--- config.mk ---
export PLATFORM = sky130hd
export DESIGN_NAME = seg7_scan_display_flat
export DESIGN_NICKNAME = d
export VERILOG_FILES = /design/src/rtl/seg7_scan_display_if.sv /design/src/rtl/seg7_scan_display.sv /design/src/flat_wrapper.sv
export SDC_FILE = /design/constraint.sdc
export NUM_CORES = 1
export LEC_CHECK = 0
export CORE_MARGIN = 5
export CORE_UTILIZATION = 49
export DETAILED_ROUTE_END_ITERATION = 6
export GPL_ROUTABILITY_DRIVEN = 1
export GPL_TIMING_DRIVEN = 0
export PLACE_DENSITY = 0.76
export SLEW_MARGIN = 10
export SYNTH_ARGS = -nofsm -noshare
export SYNTH_HDL_FRONTEND = slang
export SYNTH_SLANG_ARGS = --single-unit
export TNS_END_PERCENT = 50
--- constraint.sdc ---
create_clock -name iCLK -period 2 [get_ports iCLK]
set_input_delay 0.3 -clock iCLK [delete_from_list [all_inputs] [get_ports iCLK]]
set_output_delay 0.3 -clock iCLK [all_outputs]
set_load 0.01 [all_outputs]
--- src/rtl/seg7_scan_display_if.sv ---
// seg7_scan_display_if: load/control inputs and display outputs of the scanned 7-segment driver
interface seg7_scan_display_if #(
    parameter int NUM_DIGITS = 8
);
    logic [4*NUM_DIGITS-1:0] iDIG;
    logic                    iLOAD;
    logic                    iBLANK_LZ;
    logic [NUM_DIGITS-1:0]   iBLINK_MASK;
    logic [7*NUM_DIGITS-1:0] oSEG_ALL;
    logic [6:0]              oSEG;
    logic [NUM_DIGITS-1:0]   oDIG_SEL;
    logic                    oACK;
    logic                    oFRAME;

    modport master (
        output iDIG, iLOAD, iBLANK_LZ, iBLINK_MASK,
        input  oSEG_ALL, oSEG, oDIG_SEL, oACK, oFRAME
    );
    modport slave (
        input  iDIG, iLOAD, iBLANK_LZ, iBLINK_MASK,
        output oSEG_ALL, oSEG, oDIG_SEL, oACK, oFRAME
    );
endinterface

--- src/rtl/seg7_scan_display.sv ---
// seg7_scan_display: double-buffered hex 7-segment driver with parallel and scanned outputs
// Staged values commit only at frame boundaries; supports leading-zero blanking and per-digit blink.
module seg7_scan_display #(
    parameter int NUM_DIGITS     = 8,
    parameter int SCAN_DIV       = 50000,
    parameter int BLINK_FRAMES   = 64,
    parameter int SEG_ACTIVE_LOW = 1
) (
    input logic               iCLK,
    input logic               iRST,
    seg7_scan_display_if.slave bus
);
    localparam int DW = $clog2(SCAN_DIV);
    localparam int IW = NUM_DIGITS > 1 ? $clog2(NUM_DIGITS) : 1;
    localparam int BW = BLINK_FRAMES > 1 ? $clog2(BLINK_FRAMES) : 1;
    localparam logic [6:0] BLANK = SEG_ACTIVE_LOW != 0 ? 7'h7F : 7'h00;
    // gfedcba patterns for F..0, digit 0 in the low seven bits
    localparam logic [111:0] FONT = {7'h71, 7'h79, 7'h5E, 7'h39, 7'h7C, 7'h77, 7'h6F, 7'h7F,
                                     7'h07, 7'h7D, 7'h6D, 7'h66, 7'h4F, 7'h5B, 7'h06, 7'h3F};

    logic [DW-1:0]           r_div_cnt;
    logic [IW-1:0]           r_idx;
    logic [BW-1:0]           r_blink_cnt;
    logic                    r_phase;
    logic [4*NUM_DIGITS-1:0] r_staging;
    logic [4*NUM_DIGITS-1:0] r_shadow;
    logic                    r_pending;
    logic                    r_ack;
    logic                    r_frame;
    logic [7*NUM_DIGITS-1:0] r_seg_all;
    logic [6:0]              r_seg;
    logic [NUM_DIGITS-1:0]   r_dig_sel;
    logic                    w_slot_tick;
    logic                    w_frame_tick;
    logic [NUM_DIGITS-1:0]   w_lz;
    logic [7*NUM_DIGITS-1:0] w_seg_all;
    logic [6:0]              w_seg_cur;

    assign w_slot_tick  = r_div_cnt == DW'(SCAN_DIV - 1);
    assign w_frame_tick = w_slot_tick && r_idx == IW'(NUM_DIGITS - 1);
    assign w_seg_cur    = w_seg_all[7*int'(r_idx) +: 7];

    // w_lz[i]: nibbles i..top of the shadow value are all zero
    always_comb begin
        w_lz = '0;
        w_seg_all = '0;
        w_lz[NUM_DIGITS-1] = r_shadow[4*NUM_DIGITS-1 -: 4] == 4'h0;
        for (int i = NUM_DIGITS - 2; i >= 0; i--)
            w_lz[i] = w_lz[i+1] && r_shadow[4*i +: 4] == 4'h0;
        for (int i = 0; i < NUM_DIGITS; i++)
            w_seg_all[7*i +: 7] = ((i != 0 && bus.iBLANK_LZ && w_lz[i]) || (bus.iBLINK_MASK[i] && r_phase)) ? BLANK
                                : SEG_ACTIVE_LOW != 0 ? ~FONT[7*int'(r_shadow[4*i +: 4]) +: 7]
                                : FONT[7*int'(r_shadow[4*i +: 4]) +: 7];
    end

    always_ff @(posedge iCLK) begin
        if (iRST) begin
            r_div_cnt   <= '0;
            r_idx       <= '0;
            r_blink_cnt <= '0;
            r_phase     <= 1'b0;
            r_staging   <= '0;
            r_shadow    <= '0;
            r_pending   <= 1'b0;
            r_ack       <= 1'b0;
            r_frame     <= 1'b0;
            r_seg_all   <= {NUM_DIGITS{BLANK}};
            r_seg       <= BLANK;
            r_dig_sel   <= '0;
        end else begin
            r_div_cnt <= w_slot_tick ? '0 : r_div_cnt + 1'b1;
            if (w_slot_tick)
                r_idx <= r_idx == IW'(NUM_DIGITS - 1) ? '0 : r_idx + 1'b1;
            if (bus.iLOAD)
                r_staging <= bus.iDIG;
            // a load in the commit cycle keeps pending set for the next frame
            r_pending <= bus.iLOAD || (r_pending && !w_frame_tick);
            if (w_frame_tick && r_pending)
                r_shadow <= r_staging;
            r_ack   <= w_frame_tick && r_pending;
            r_frame <= w_frame_tick;
            if (w_frame_tick) begin
                r_blink_cnt <= r_blink_cnt == BW'(BLINK_FRAMES - 1) ? '0 : r_blink_cnt + 1'b1;
                r_phase     <= r_blink_cnt == BW'(BLINK_FRAMES - 1) ? ~r_phase : r_phase;
            end
            r_seg_all <= w_seg_all;
            r_seg     <= w_seg_cur;
            r_dig_sel <= NUM_DIGITS'(1) << r_idx;
        end
    end

    assign bus.oSEG_ALL = r_seg_all;
    assign bus.oSEG     = r_seg;
    assign bus.oDIG_SEL = r_dig_sel;
    assign bus.oACK     = r_ack;
    assign bus.oFRAME   = r_frame;
endmodule

--- src/flat_wrapper.sv ---
// flat-port wrapper written by rule: the top's interface ports become plain ports
module seg7_scan_display_flat 
#(
    parameter int NUM_DIGITS     = 8,
    parameter int SCAN_DIV       = 50000,
    parameter int BLINK_FRAMES   = 64,
    parameter int SEG_ACTIVE_LOW = 1
)
  (iCLK, iRST, bus_iDIG, bus_iLOAD, bus_iBLANK_LZ, bus_iBLINK_MASK, bus_oSEG_ALL, bus_oSEG, bus_oDIG_SEL, bus_oACK, bus_oFRAME);
  seg7_scan_display_if #(.NUM_DIGITS(NUM_DIGITS)) bus_i ();
  input logic iCLK;
  input logic iRST;
  input wire logic [$bits(bus_i.iDIG)-1:0] bus_iDIG;
  input wire logic [$bits(bus_i.iLOAD)-1:0] bus_iLOAD;
  input wire logic [$bits(bus_i.iBLANK_LZ)-1:0] bus_iBLANK_LZ;
  input wire logic [$bits(bus_i.iBLINK_MASK)-1:0] bus_iBLINK_MASK;
  output wire logic [$bits(bus_i.oSEG_ALL)-1:0] bus_oSEG_ALL;
  output wire logic [$bits(bus_i.oSEG)-1:0] bus_oSEG;
  output wire logic [$bits(bus_i.oDIG_SEL)-1:0] bus_oDIG_SEL;
  output wire logic [$bits(bus_i.oACK)-1:0] bus_oACK;
  output wire logic [$bits(bus_i.oFRAME)-1:0] bus_oFRAME;
  assign bus_i.iDIG = bus_iDIG;
  assign bus_i.iLOAD = bus_iLOAD;
  assign bus_i.iBLANK_LZ = bus_iBLANK_LZ;
  assign bus_i.iBLINK_MASK = bus_iBLINK_MASK;
  assign bus_oSEG_ALL = bus_i.oSEG_ALL;
  assign bus_oSEG = bus_i.oSEG;
  assign bus_oDIG_SEL = bus_i.oDIG_SEL;
  assign bus_oACK = bus_i.oACK;
  assign bus_oFRAME = bus_i.oFRAME;
  seg7_scan_display #(.NUM_DIGITS(NUM_DIGITS), .SCAN_DIV(SCAN_DIV), .BLINK_FRAMES(BLINK_FRAMES), .SEG_ACTIVE_LOW(SEG_ACTIVE_LOW)) u_core (.iCLK(iCLK), .iRST(iRST), .bus(bus_i));
endmodule
==> metrics.txt <==
outcome finished with violations; failing checks setup timing; Final Setup Violations 7; GR Overflow Total 0; Worst-Margin Slew between 900 and 1000 ps; Seq cells post-synth 164; Max clock buf depth 2; Synth area leader dfxtp_1; drt total wl roughly 23 mm; WP buf/inv 1; Slowest-stage cell, CP a222oi_1; Syn Area/Cell 8.70 sq um; Crit path depth 8; Max Clock Skew between 7 and 8 ps; Syn Inst Count between 900 and 1000; CP Capture Point u_core.bus.oSEG[2]; fraction of the yosys area taken by sequential cells 0.412; Max Cap Viol 0; Cell Pwr Density 661 nW/um^2; CTS buffer count 17; # rows 46; gr usage total 0.240; first-pass GRT wire length 35.5 mm; CP Class reg2reg; placed instance count 1247; Startpoint Class flop; most frequent cell after synthesis dfxtp_1; crit share post-route 1.10; RSZ-0062 raised after global routing true; Post-Syn Nets approximately 1000; Initial DRC Count about 570; DR pass1 iterations 5; clk sinks about 160; CP max FO 5; Worst EP arrival roughly 2600 ps; Yosys top cell area share 0.412; Largest stage delay, worst path 490 ps; Clock Latency Late Sink 430 ps; Ant. Diodes 0; vias post-DR 7183; Top Ports 117; Worst R2R Path Depth 8; CP top delay family simple AND/OR/NAND/NOR gates; antenna-violating nets left 0; drt drc 0; Sum Neg Setup Slack -638 ps; final net count approximately 1200; Die Span X 137 microns; Final Non-Filler Cells 1308; largest net degree at the start of global routing 17; CP startpoint u_core.r_shadow[24]; Post-Syn Area around 8000 sq um; die outline area between 15000 and 20000 sq um; Die H between 100 and 150 microns; Worst Path Required ~2400 ps; ys flop type dfxtp_1; Root Buffer clkbuf_16; Min Hold Slack 346 ps; cells taking the most area after synthesis dfxtp_1 (41%), ha_1 (8.6%), nand2_1 (6.6%); fin crit period 2190 ps; number of global-route vias before repair 6986; Max Clk Rate roughly 0.46 GHz; crit end category flop; Initial Utilization 0.500; GPL Wtd Cong between 0.9 and 1; WL/cell 17.4 microns; clk slew on worst S/H paths 70 ps; Post-synth EDFFs 0; number of buffers added on ports 115; Max Slew Vio Count 0; area of the core about 16000 sq um; r2r setup slk -190 ps; CP Cell Sequence inv_4, ha_4, nor3b_4, nand4_1, nand2_2, nor3_4, a222oi_1, o32a_1; Synth warnings 0; Max IR drop VDD 0.577 mV; Final Hold Fails 0; H-tree lvl count 4; HPWL after DPL 16.3 mm; worst slack, placed -714 ps; CTS tree done; Vias/cell 5.49; Slew Limit Headroom 0.378; Synth cell types 71; share of synthesized registers carrying an async set or reset 0; PnR Total Power 7040 uW; Static Leak 0.00415 uW; worst hold-check path type in2reg; ratio of cells with drive above 1 in the final layout 0.175; Final Worst Setup Slack -191 ps; R2R Path End u_core.bus.oSEG[2]; area overhead of the layout relative to synthesis 33.6%; initial antenna violation count 0; worst r2r src u_core.r_shadow[24]; top post-synthesis cells by count dfxtp_1 (164), nand2_1 (140), nor2_1 (99)
-- final cells by class --
type | instances | area, sq um
clock inverters | 14 | 126
inverters | 34 | 141
repair buffers | 144 | 1390
flip-flops and latches | 164 | 3330
plain buffers | 51 | 270
clock buffers | 18 | 429
well taps | 216 | 270
fillers | 1283 | 5300
multi-input cells | 667 | 4690
-- state kept, by name (all words and copies together), names as in the netlist --
signal	count
u_core.r_shadow	32
u_core.bus.oDIG_SEL	8
u_core.r_pending	1
u_core.r_phase	1
u_core.bus.oSEG_ALL	56
u_core.r_blink_cnt	6
u_core.bus.oFRAME	1
u_core.r_staging	32
u_core.bus.oACK	1
u_core.bus.oSEG	7
u_core.r_idx	3
u_core.r_div_cnt	16
-- worst min-delay path: stages --
cell and delay, ps:
clkbuf_1 200, mux2i_1 170, nor2_1 70
-- cell families after synthesis --
logic type / count (synthesis) / synth area share
AOI/OAI and AO/OA: 177 / 0.144
xor gates and xnor gates: 16 / 0.0176
adders and majority gates: 55 / 0.0864
buffers and inverters: 85 / 0.0435
DFF: 164 / 0.412
muxes: 57 / 0.0801
and+or+nand+nor: 362 / 0.216
-- layer usage --
metal / vias to the layer above / track usage / share of wire
met5: - / 0 / 0
met4: 0 / 0.0953 / 0.033
met3: 62 / 0.0533 / 0.072
met2: 286 / 0.393 / 0.47
met1: 3355 / 0.309 / 0.42
li1: 3480 / - / -
-- cells in the final DEF, fill, tap and decap left out, drive strengths merged, types with 17 or more instances in the layout --
cell           count
a21oi             65
buf               44
clkbuf            54
clkdlybuf4s50    115
dfxtp            164
ha                55
inv               38
mux2i             48
nand2            141
nand3             17
nor2             100
o21ai             36
-- how the worst min path moves through the flow --
stage,startpoint,to,depth (start not counted)
after global routing,bus_iLOAD,u_core.r_staging[1],3
after CTS,bus_iLOAD,u_core.r_staging[2],3
after detailed placement,u_core.r_staging[3],u_core.r_shadow[3],2
after global placement,u_core.r_staging[10],u_core.r_shadow[10],2
final,bus_iLOAD,u_core.r_staging[0],3
after floorplan,iRST,u_core.bus.oSEG_ALL[16],2
-- through the flow --
| step | util | instance area, sq um |
|---|---|---|
| global placement | 0.589 | 9390 |
| detailed placement | 0.589 | 9390 |
| finish | 0.667 | 10600 |
| CTS | 0.656 | 10500 |
| global route | 0.667 | 10600 |
| floorplan | - | 7970 |
-- where the power goes --
part           total (uW)  leakage (uW)  internal [uW]  switching, uW
registers            3410       0.00136           3360           44.0
clock network        3100      0.000260           1720           1380
logic                 530       0.00253            283            247
total                7040       0.00415           5370           1670
-- timing repair --
action                     4_1_cts  5_1_grt
resized for setup               93       38
pin swaps                       19       12
setup endpoints to repair      103       57
buffers inserted                20       10
hold buffers                     0        0
Note: power is estimated with default switching activity, not from simulation.
